==> src/rtl/cube_net_driver_if.sv <==
// ---------------------------------------------------------------------------
// | Module   : cube_net_driver_if                                            |
// | Brief    : Host byte stream, network load/result and host result bundle  |
// |            for the cube classifier network driver.                      |
// | Revision : 1.0 - initial release                                         |
// ---------------------------------------------------------------------------
`timescale 1ns/1ps
`default_nettype none

interface cube_net_driver_if #(
  parameter int D_WIDTH = 128,
  parameter int BYTE_W  = 8,
  parameter int Q_WIDTH = 4
) ();

  // Host byte stream
  logic               in_valid;
  logic               in_ready;
  logic [BYTE_W-1:0]  in_data;

  // Network side
  logic               net_load;
  logic [D_WIDTH-1:0] net_d;
  logic               net_valid;
  logic [Q_WIDTH-1:0] net_q;

  // Result back to the host
  logic               res_valid;
  logic               res_ready;
  logic [Q_WIDTH-1:0] res_data;
  logic               res_err;

  // Driver view
  modport master (
    input  in_valid, in_data, net_valid, net_q, res_ready,
    output in_ready, net_load, net_d, res_valid, res_data, res_err
  );

  // Host / network view
  modport slave (
    output in_valid, in_data, net_valid, net_q, res_ready,
    input  in_ready, net_load, net_d, res_valid, res_data, res_err
  );

endinterface

`default_nettype wire

==> src/rtl/cube_net_driver.sv <==
// ---------------------------------------------------------------------------
// | Module   : cube_net_driver                                               |
// | Brief    : Collects a D_WIDTH cube-state vector from a byte stream,      |
// |            runs the classifier network and returns its class to the     |
// |            host. Optional watchdog: CUBE_NET_DRIVER_TIMEOUT_EN.          |
// | Revision : 1.0 - initial release                                         |
// ---------------------------------------------------------------------------
`timescale 1ns/1ps
`default_nettype none

module cube_net_driver #(
  parameter int D_WIDTH = 128,
  parameter int BYTE_W  = 8,
  parameter int Q_WIDTH = 4,
  parameter int TIMEOUT = 4096
) (
  input  logic                 clk,
  input  logic                 rst_n,
  cube_net_driver_if.master    bus,
  output logic                 busy
);

  localparam int c_BEATS = D_WIDTH / BYTE_W;
  localparam int c_CNT_W = (c_BEATS > 1) ? $clog2(c_BEATS) : 1;
  localparam logic [c_CNT_W-1:0] c_LAST_BEAT = c_CNT_W'(c_BEATS - 1);

  localparam logic [2:0] c_ST_COLLECT = 3'd0;
  localparam logic [2:0] c_ST_LOAD    = 3'd1;
  localparam logic [2:0] c_ST_WAIT    = 3'd2;
  localparam logic [2:0] c_ST_RESULT  = 3'd3;
  localparam logic [2:0] c_ST_DRAIN   = 3'd4;

  logic [2:0]         r_state;
  logic [c_CNT_W-1:0] r_count;
  logic [D_WIDTH-1:0] r_net_d;
  logic               r_net_load;
  logic               r_in_ready;
  logic               r_res_valid;
  logic [Q_WIDTH-1:0] r_res_data;
  logic               r_res_err;
  logic               r_busy;
  logic               w_timeout;

`ifdef CUBE_NET_DRIVER_TIMEOUT_EN
  localparam int c_WD_W = (TIMEOUT > 1) ? $clog2(TIMEOUT) : 1;
  localparam logic [c_WD_W-1:0] c_WD_LAST = c_WD_W'(TIMEOUT - 1);

  logic [c_WD_W-1:0] r_wd;

  // Watchdog: zeroed while loading so the first WAIT cycle reads 0
  always_ff @(posedge clk or negedge rst_n) begin
    if (!rst_n) begin
      r_wd <= '0;
    end else if (r_state == c_ST_LOAD) begin
      r_wd <= '0;
    end else if (r_state == c_ST_WAIT) begin
      r_wd <= r_wd + c_WD_W'(1);
    end
  end

  assign w_timeout = (r_wd == c_WD_LAST);
`else
  logic w_unused_timeout;
  assign w_unused_timeout = ^TIMEOUT;
  assign w_timeout        = 1'b0;
`endif

  // Main sequencer; every host/network output is a flop updated here
  always_ff @(posedge clk or negedge rst_n) begin
    if (!rst_n) begin
      r_state     <= c_ST_COLLECT;
      r_count     <= '0;
      r_net_d     <= '0;
      r_net_load  <= 1'b0;
      r_in_ready  <= 1'b1;
      r_res_valid <= 1'b0;
      r_res_data  <= '0;
      r_res_err   <= 1'b0;
      r_busy      <= 1'b0;
    end else begin
      case (r_state)
        c_ST_COLLECT: begin
          if (bus.in_valid && r_in_ready) begin
            // First byte ends up as the most significant byte
            r_net_d <= {r_net_d[D_WIDTH-BYTE_W-1:0], bus.in_data};
            if (r_count == c_LAST_BEAT) begin
              r_count    <= '0;
              r_state    <= c_ST_LOAD;
              r_in_ready <= 1'b0;
              r_busy     <= 1'b1;
            end else begin
              r_count <= r_count + c_CNT_W'(1);
            end
          end
        end

        c_ST_LOAD: begin
          // net_valid is deliberately not looked at in this cycle
          r_net_load <= 1'b1;
          r_state    <= c_ST_WAIT;
        end

        c_ST_WAIT: begin
          if (bus.net_valid) begin
            r_res_data  <= bus.net_q;
            r_res_err   <= 1'b0;
            r_net_load  <= 1'b0;
            r_res_valid <= 1'b1;
            r_state     <= c_ST_RESULT;
          end else if (w_timeout) begin
            r_res_data  <= {Q_WIDTH{1'b1}};
            r_res_err   <= 1'b1;
            r_net_load  <= 1'b0;
            r_res_valid <= 1'b1;
            r_state     <= c_ST_RESULT;
          end
        end

        c_ST_RESULT: begin
          if (r_res_valid && bus.res_ready) begin
            r_res_valid <= 1'b0;
            r_state     <= c_ST_DRAIN;
          end
        end

        c_ST_DRAIN: begin
          // A still-high net_valid must not complete the next query
          if (!bus.net_valid) begin
            r_state    <= c_ST_COLLECT;
            r_in_ready <= 1'b1;
            r_busy     <= 1'b0;
          end
        end

        default: begin
          r_state     <= c_ST_COLLECT;
          r_count     <= '0;
          r_net_load  <= 1'b0;
          r_in_ready  <= 1'b1;
          r_res_valid <= 1'b0;
          r_busy      <= 1'b0;
        end
      endcase
    end
  end

  assign bus.in_ready  = r_in_ready;
  assign bus.net_load  = r_net_load;
  assign bus.net_d     = r_net_d;
  assign bus.res_valid = r_res_valid;
  assign bus.res_data  = r_res_data;
  assign bus.res_err   = r_res_err;
  assign busy          = r_busy;

endmodule

`default_nettype wire

==> src/flat_wrapper.sv <==
// flat-port wrapper written by rule: the top's interface ports become plain ports
module cube_net_driver_flat 
#(
  parameter int D_WIDTH = 128,
  parameter int BYTE_W  = 8,
  parameter int Q_WIDTH = 4,
  parameter int TIMEOUT = 4096
)
  (clk, rst_n, busy, bus_in_valid, bus_in_data, bus_net_valid, bus_net_q, bus_res_ready, bus_in_ready, bus_net_load, bus_net_d, bus_res_valid, bus_res_data, bus_res_err);
  cube_net_driver_if #(.D_WIDTH(D_WIDTH), .BYTE_W(BYTE_W), .Q_WIDTH(Q_WIDTH)) bus_i ();
  input  logic clk;
  input  logic rst_n;
  output logic busy;
  input wire logic [$bits(bus_i.in_valid)-1:0] bus_in_valid;
  input wire logic [$bits(bus_i.in_data)-1:0] bus_in_data;
  input wire logic [$bits(bus_i.net_valid)-1:0] bus_net_valid;
  input wire logic [$bits(bus_i.net_q)-1:0] bus_net_q;
  input wire logic [$bits(bus_i.res_ready)-1:0] bus_res_ready;
  output wire logic [$bits(bus_i.in_ready)-1:0] bus_in_ready;
  output wire logic [$bits(bus_i.net_load)-1:0] bus_net_load;
  output wire logic [$bits(bus_i.net_d)-1:0] bus_net_d;
  output wire logic [$bits(bus_i.res_valid)-1:0] bus_res_valid;
  output wire logic [$bits(bus_i.res_data)-1:0] bus_res_data;
  output wire logic [$bits(bus_i.res_err)-1:0] bus_res_err;
  assign bus_i.in_valid = bus_in_valid;
  assign bus_i.in_data = bus_in_data;
  assign bus_i.net_valid = bus_net_valid;
  assign bus_i.net_q = bus_net_q;
  assign bus_i.res_ready = bus_res_ready;
  assign bus_in_ready = bus_i.in_ready;
  assign bus_net_load = bus_i.net_load;
  assign bus_net_d = bus_i.net_d;
  assign bus_res_valid = bus_i.res_valid;
  assign bus_res_data = bus_i.res_data;
  assign bus_res_err = bus_i.res_err;
  cube_net_driver #(.D_WIDTH(D_WIDTH), .BYTE_W(BYTE_W), .Q_WIDTH(Q_WIDTH), .TIMEOUT(TIMEOUT)) u_core (.clk(clk), .rst_n(rst_n), .bus(bus_i), .busy(busy));
endmodule
==> config.mk <==
export PLATFORM = sky130hd
export DESIGN_NAME = cube_net_driver_flat
export DESIGN_NICKNAME = d
export VERILOG_FILES = /design/src/rtl/cube_net_driver_if.sv /design/src/rtl/cube_net_driver.sv /design/src/flat_wrapper.sv
export SDC_FILE = /design/constraint.sdc
export NUM_CORES = 1
export LEC_CHECK = 0
export BUFFER_PORTS_ARGS = -buffer_cell sky130_fd_sc_hd__buf_2
export CORE_MARGIN = 1
export CORE_UTILIZATION = 47
export CTS_CLUSTER_SIZE = 12
export DETAILED_ROUTE_END_ITERATION = 8
export PLACE_DENSITY = 0.75
export SYNTH_ARGS = -nofsm -noshare
export SYNTH_HDL_FRONTEND = slang
export SYNTH_SLANG_ARGS = --single-unit
==> constraint.sdc <==
create_clock -name clk -period 1.8 [get_ports clk]
set_input_delay 0.54 -clock clk [delete_from_list [all_inputs] [get_ports clk]]
set_output_delay 0.54 -clock clk [all_outputs]
set_load 0.1 [all_outputs]
==> impl_metrics.yaml, run 1 <==
status:
  status: "finished, violations left"
  violations: "negative setup slack"
drt:
  drc: 0
  totalWireLength_um: 11100
  vias: 3378
  dr.pass1.iters: 4
  wire_per_inst_um: 16.0
  drt_iter0_markers: 190
  antenna_left: 0
  viasPerCell: 4.89
critical_path:
  cp_slowest_stage_delay_ns: 0.61
  r2r_slack_ns: 0.05
  cp_data_required_time_ns: 1.26
  path_cells: "buf_6, buf_12"
  crit_type: "reg -> out"
  startpoint_type: "register"
  end_kind: "output pin"
  cp.arrival_ns: 1.28
  path_buf_inv: 2
  crit_family: "flip-flops"
  slowest_stage: "dfstp_4"
  crit_path_max_fanout: 2
yosys:
  postSynthCellCount: 342
  synth_fp_nets: 360
  ys_ff_latch: 143
  ys_warn_count: 0
  avgSynthCellArea_sq_um: 17.2
  synth_area_sq_um: 5870
  synth_cell_types: 36
  synth_seq_area_share_pct: 61.0
final_layout:
  nFillCells: 919
  diodes: 0
  layout_commonest_cell: "dfrtp_1"
  area_delta_synth_final_pct: 31.4
  multi_input_area_sq_um: 2070
  fin_nets: 528
  utilization_pct: 63.7
  regArea_sq_um: 3580
  layout_common_cells: "dfrtp_1 (142), mux2_4 (77), buf_2 (64), clkbuf_4 (64), mux2_2 (56)"
  drive_gt1_share_pct: 64.6
timing:
  fin_ws_ns: -0.0180
  min_period_ns: 1.82
  slew_violations: 0
  worst_pin_slew_ns: 0.561
  rsz0062_at_grt: "yes"
  setup_viol: 1
  fmax_ghz: 0.550
  setup_tns_ns: -0.0180
  slew_headroom_pct: 62.2
  hold_violations: 0
  finalCritPeriodShare_pct: 101
  skew_ns: 0.00918
clock_tree:
  cts_tree: "yes"
  cts.sinks: 143
  cts_buffers: 17
  clkTransAtPathRegs_ns: 0.06
  cts.path.max_buffers: 2
  cts_root_buf: "clkbuf_16"
  cts_max_level: 4
  worstSkewPairLatency_ns: 0.41
global_route:
  grt_use_total_pct: 17.9
  overflow: 0
  grt_pass1_wl_um: 17700
  grt_max_degree: 50
  grt_pass1_vias: 3400
  antenna_found_initial: 0
placement:
  preCtsSetupSlack_ns: -0.0246
  port_buffers: 152
  place_hpwl_um: 7570
  finalWeightedCongestion: 0.780
power:
  p_per_area_nw_per_um2: 1720
  p_leak_nw: 4.02
  vdd_drop_max_v: 0.00186
  p_total_mw: 13.2
die:
  fp.coreArea_sq_um: 12100
  die_w_um: 114
  start_util_pct: 48.5
  die_h_um: 114
  io-pin-count: 154
  die_area_sq_um: 12900
  row_count: 40
worst_hold_path:
  hold_class: "in -> async"
run:
  max_cap_viol_count: 0
[power breakdown]
part           total, mW  internal [mW]  switching (mW)
combinational       5.47           1.50            3.97
sequential          4.12           3.72           0.402
clock               3.64           2.32            1.32
[cells in the mapped netlist]
| master | count | area [sq um] |
|---|---|---|
| dfrtp_1 | 142 | 3550 |
| mux2_4 | 70 | 1050 |
| mux2_2 | 56 | 631 |
| buf_12 | 8 | 160 |
| mux2_1 | 7 | 78.8 |
| buf_4 | 6 | 45.0 |
| nand2_1 | 6 | 22.5 |
| a21oi_1 | 5 | 25.0 |
| nand3_1 | 4 | 20.0 |
| o21ai_0 | 4 | 20.0 |
| clkbuf_1 | 3 | 11.3 |
| nor2b_1 | 3 | 18.8 |
| and2_1 | 2 | 12.5 |
| and3_1 | 2 | 12.5 |
| buf_2 | 2 | 10.0 |
| inv_1 | 2 | 7.51 |
| a211oi_1 | 1 | 7.51 |
| a21boi_0 | 1 | 7.51 |
| a31oi_1 | 1 | 6.26 |
| a32o_1 | 1 | 10.0 |
| and4b_1 | 1 | 10.0 |
| buf_8 | 1 | 15.0 |
| conb_1 | 1 | 3.75 |
| dfstp_2 | 1 | 26.3 |
| ha_1 | 1 | 12.5 |
| mux2i_1 | 1 | 10.0 |
| nand2b_1 | 1 | 6.26 |
| nand3b_1 | 1 | 7.51 |
| nor2_1 | 1 | 3.75 |
| nor3b_4 | 1 | 18.8 |
| o2111ai_1 | 1 | 8.76 |
| o211ai_1 | 1 | 7.51 |
| o22a_1 | 1 | 8.76 |
| o22ai_1 | 1 | 6.26 |
| o32ai_1 | 1 | 8.76 |
| or2_2 | 1 | 6.26 |
[sequential cells by signal (all words and copies together), names as in the netlist]
signal,flops
u_core.bus.net_d,128
u_core.bus.res_data,4
u_core.r_count,4
u_core.r_state,3
u_core.bus.in_ready,1
u_core.bus.net_load,1
u_core.bus.res_valid,1
u_core.busy,1
[timing repair]
action	in CTS	in global routing
endpoints found under the setup margin	23	105
hold buffers	0	0
setup buffers	1	0
gates resized for setup	23	68
[kinds of logic after synthesis]
group | Yosys count | synth area share [%]
flip-flops | 143 | 61.0
buffers and inverters | 22 | 4.24
multiplexers | 134 | 30.2
adder cells (fa/ha/maj) | 1 | 0.213
AND/OR/NAND/NOR | 23 | 2.37
AO/OA/AOI/OAI | 18 | 1.98
other | 1 | 0.0639
[cell type report]
cell class	count	area share (%)
Clock inverter	14	2.47
Sequential cell	143	46.5
Tap cell	168	2.73
Multi-Input combinational cell	177	26.9
Clock buffer	18	5.56
Inverter	2	0.0973
Timing Repair Buffer	169	15.8
[metal layers]
| layer | track usage, % | routed length, um | share of wire [%] | vias up |
|---|---|---|---|---|
| met4 | 7.37 | 103 | 0.93 | 0 |
| met1 | 23.9 | 5090 | 46 | 1707 |
| met2 | 26.3 | 5090 | 46 | 118 |
| met3 | 6.75 | 775 | 7.0 | 9 |
| met5 | 0 | 0 | 0 | - |
| li1 | - | - | - | 1544 |
[final timing paths]
kind | startpoint | to | cells past startpoint
worst max-delay path | u_core.bus.in_ready | bus_in_ready | 2
worst min-delay path | rst_n | u_core.bus.net_load | 1
worst max register to register | u_core.bus.in_ready | u_core.bus.net_d[44] | 4
worst min register to register | u_core.bus.net_d[127] | u_core.bus.net_d[127] | 1
max in group asynchronous | rst_n | u_core.bus.net_d[118] | 2
min in group clk | bus_in_data[1] | u_core.bus.net_d[1] | 2
[through the flow]
stage                     area [sq um]  cells  hold WS [ns]
after floorplan                   5910    342         0.244
after global placement            6850    658         0.457
after detailed placement          6850    658         0.457
after CTS                         7530    691        0.0131
after global routing              7710    691        0.0257
final                             7710    691        0.0220
Power figures use the tool's default switching activity.
==> run 2: changes to the inputs <==
--- a/config.mk
+++ b/config.mk
@@ -7,10 +7,10 @@
 export LEC_CHECK = 0
 export BUFFER_PORTS_ARGS = -buffer_cell sky130_fd_sc_hd__buf_2
 export CORE_MARGIN = 1
-export CORE_UTILIZATION = 47
+export CORE_UTILIZATION = 45
 export CTS_CLUSTER_SIZE = 12
 export DETAILED_ROUTE_END_ITERATION = 8
-export PLACE_DENSITY = 0.75
+export PLACE_DENSITY = 0.72
 export SYNTH_ARGS = -nofsm -noshare
 export SYNTH_HDL_FRONTEND = slang
 export SYNTH_SLANG_ARGS = --single-unit
==> run 2 against run 1 <==
  * The run still ends with negative setup slack left
  * Global-route usage fell by 0.61 points
  * Fmax is 1.1% lower
  * Power is 2.0% higher
  * Worst hold slack better by 0.031 ns
  * Clock-buffer cell count grew 3
  * Sequential power about the same
  * Non-clock buffer count grew 5
  * Sequential share of layout area is 1.0 points lower
  * First-iteration DRC count shrank 38%
  * Worst setup slack worse by 0.020 ns
  * Die area increased by 4.4%
  * Clock power increased by 4%
  * Largest power group unchanged
  * Highest routed layer unchanged
==> impl_metrics.yaml, run 2 (synthesized netlist as in run 1, its figures left out) <==
status:
  status: "finished, violations left"
  violations: "negative setup slack"
final_layout:
  fin_nets: 534
  layout_common_cells: "dfrtp_1 (142), mux2_4 (77), clkbuf_4 (66)"
  drive_gt1_share_pct: 64.6
  layout_commonest_cell: "dfrtp_1"
  diodes: 0
  utilization_pct: 62.3
  final_cell_area_sq_um: 7890
  largest_reg_flops: 128
  area_delta_synth_final_pct: 34.4
  fin_cells: 700
drt:
  drc: 0
  totalWireLength_um: 11800
  vias: 3437
  wire_per_inst_um: 16.8
  viasPerCell: 4.91
  drt_iter0_markers: 118
  dr.pass1.iters: 4
  antenna_left: 0
placement:
  dp_cells: 663
  preCtsSetupSlack_ns: -0.0538
  place_hpwl_um: 7590
  placed_area_sq_um: 6870
  port_buffers: 152
  finalWeightedCongestion: 0.772
worst_hold_path:
  hold_class: "in -> async"
critical_path:
  r2r_slack_ns: -0.02
  worstSetupPathDepth: 2
  startpoint: "u_core.bus.in_ready"
  path_buf_inv: 2
  end_kind: "output pin"
  path_cells: "buf_6, buf_12"
  cp_data_required_time_ns: 1.26
  crit_path_max_fanout: 4
  crit_type: "reg -> out"
  r2r_end: "u_core.bus.net_d[91]"
  reg2reg_from: "u_core.bus.in_ready"
  crit_family: "flip-flops"
  startpoint_type: "register"
  reg2regPathDepth: 4
  cp.arrival_ns: 1.30
  crit_path_end: "bus_in_ready"
  slowest_stage: "dfstp_4"
  cp_slowest_stage_delay_ns: 0.61
clock_tree:
  cts_buffers: 17
  cts_max_level: 4
  cts.path.max_buffers: 2
  worstSkewPairLatency_ns: 0.41
  cts.sinks: 143
  cts_root_buf: "clkbuf_16"
  clkTransAtPathRegs_ns: 0.05
  cts_tree: "yes"
timing:
  fmax_ghz: 0.544
  hold-worst-slack_ns: 0.0534
  setup_viol: 24
  min_period_ns: 1.84
  hold_violations: 0
  skew_ns: 0.00632
  slew_headroom_pct: 63.5
  fin_ws_ns: -0.0383
  slew_violations: 0
  finalCritPeriodShare_pct: 102
  worst_pin_slew_ns: 0.542
  rsz0062_at_grt: "yes"
power:
  p_leak_nw: 4.09
  p_per_area_nw_per_um2: 1710
  vdd_drop_max_v: 0.00174
die:
  die_area_sq_um: 13500
  start_util_pct: 46.3
  fp.coreArea_sq_um: 12700
  die_h_um: 116
  die_w_um: 116
  row_count: 41
  io-pin-count: 154
global_route:
  grt_max_degree: 47
  grt_pass1_vias: 3393
  grt_pass1_wl_um: 17600
  grt_use_total_pct: 17.3
  antenna_found_initial: 0
  overflow: 0
run:
  max_cap_viol_count: 0
run 2: how the worst min path moves through the flow:
stage,from,endpoint,slack (ns),depth (start not counted)
CTS,rst_n,u_core.r_count[1],0.06,1
floorplan,rst_n,u_core.bus.net_d[0],0.24,0
detailed placement,u_core.bus.net_d[122],u_core.bus.net_d[122],0.49,1
global placement,u_core.bus.net_d[120],u_core.bus.net_d[120],0.48,1
global route,rst_n,u_core.bus.res_data[1],0.08,1
finish,rst_n,u_core.bus.net_load,0.05,1
run 2: layer usage:
layer  GRT usage, %  up-vias  part of all wire, %
met5              0        -                    0
met4           6.15        0                  1.3
met3           7.11       13                  6.2
met2           25.2      120                   46
met1           23.2     1735                   46
li1               -     1569                    -
run 2: power breakdown:
part | switching (mW) | internal [mW] | total [mW]
sequential | 0.410 | 3.72 | 4.13
combinational | 4.01 | 1.58 | 5.59
clock | 1.28 | 2.49 | 3.77
run 2: cell type report:
class	instances	area, sq um
Multi-Input combinational cell	178	2080
Clock buffer	21	450
Timing Repair Buffer	174	1370
Inverter	2	7.51
Sequential cell	143	3580
Fill cell	979	4780
Clock inverter	10	185
Tap cell	172	215
run 2: timing repair:
item / 4_1_cts / 5_1_grt
setup buffers: 0 / 0
endpoints found under the hold margin: 0 / 0
setup endpoints to repair: 48 / 116
hold buffers: 0 / 0
gates resized for setup: 31 / 69
cloned: 0 / 6
run 2: metrics by stage:
step	TNS, ns	total power, mW
after CTS	-0.0602	13.3
final	-0.238	13.5
after floorplan	-28.38	8.64
after global placement	-1.48	9.36
after detailed placement	-2.83	9.46
after global routing	-2.36	14.0
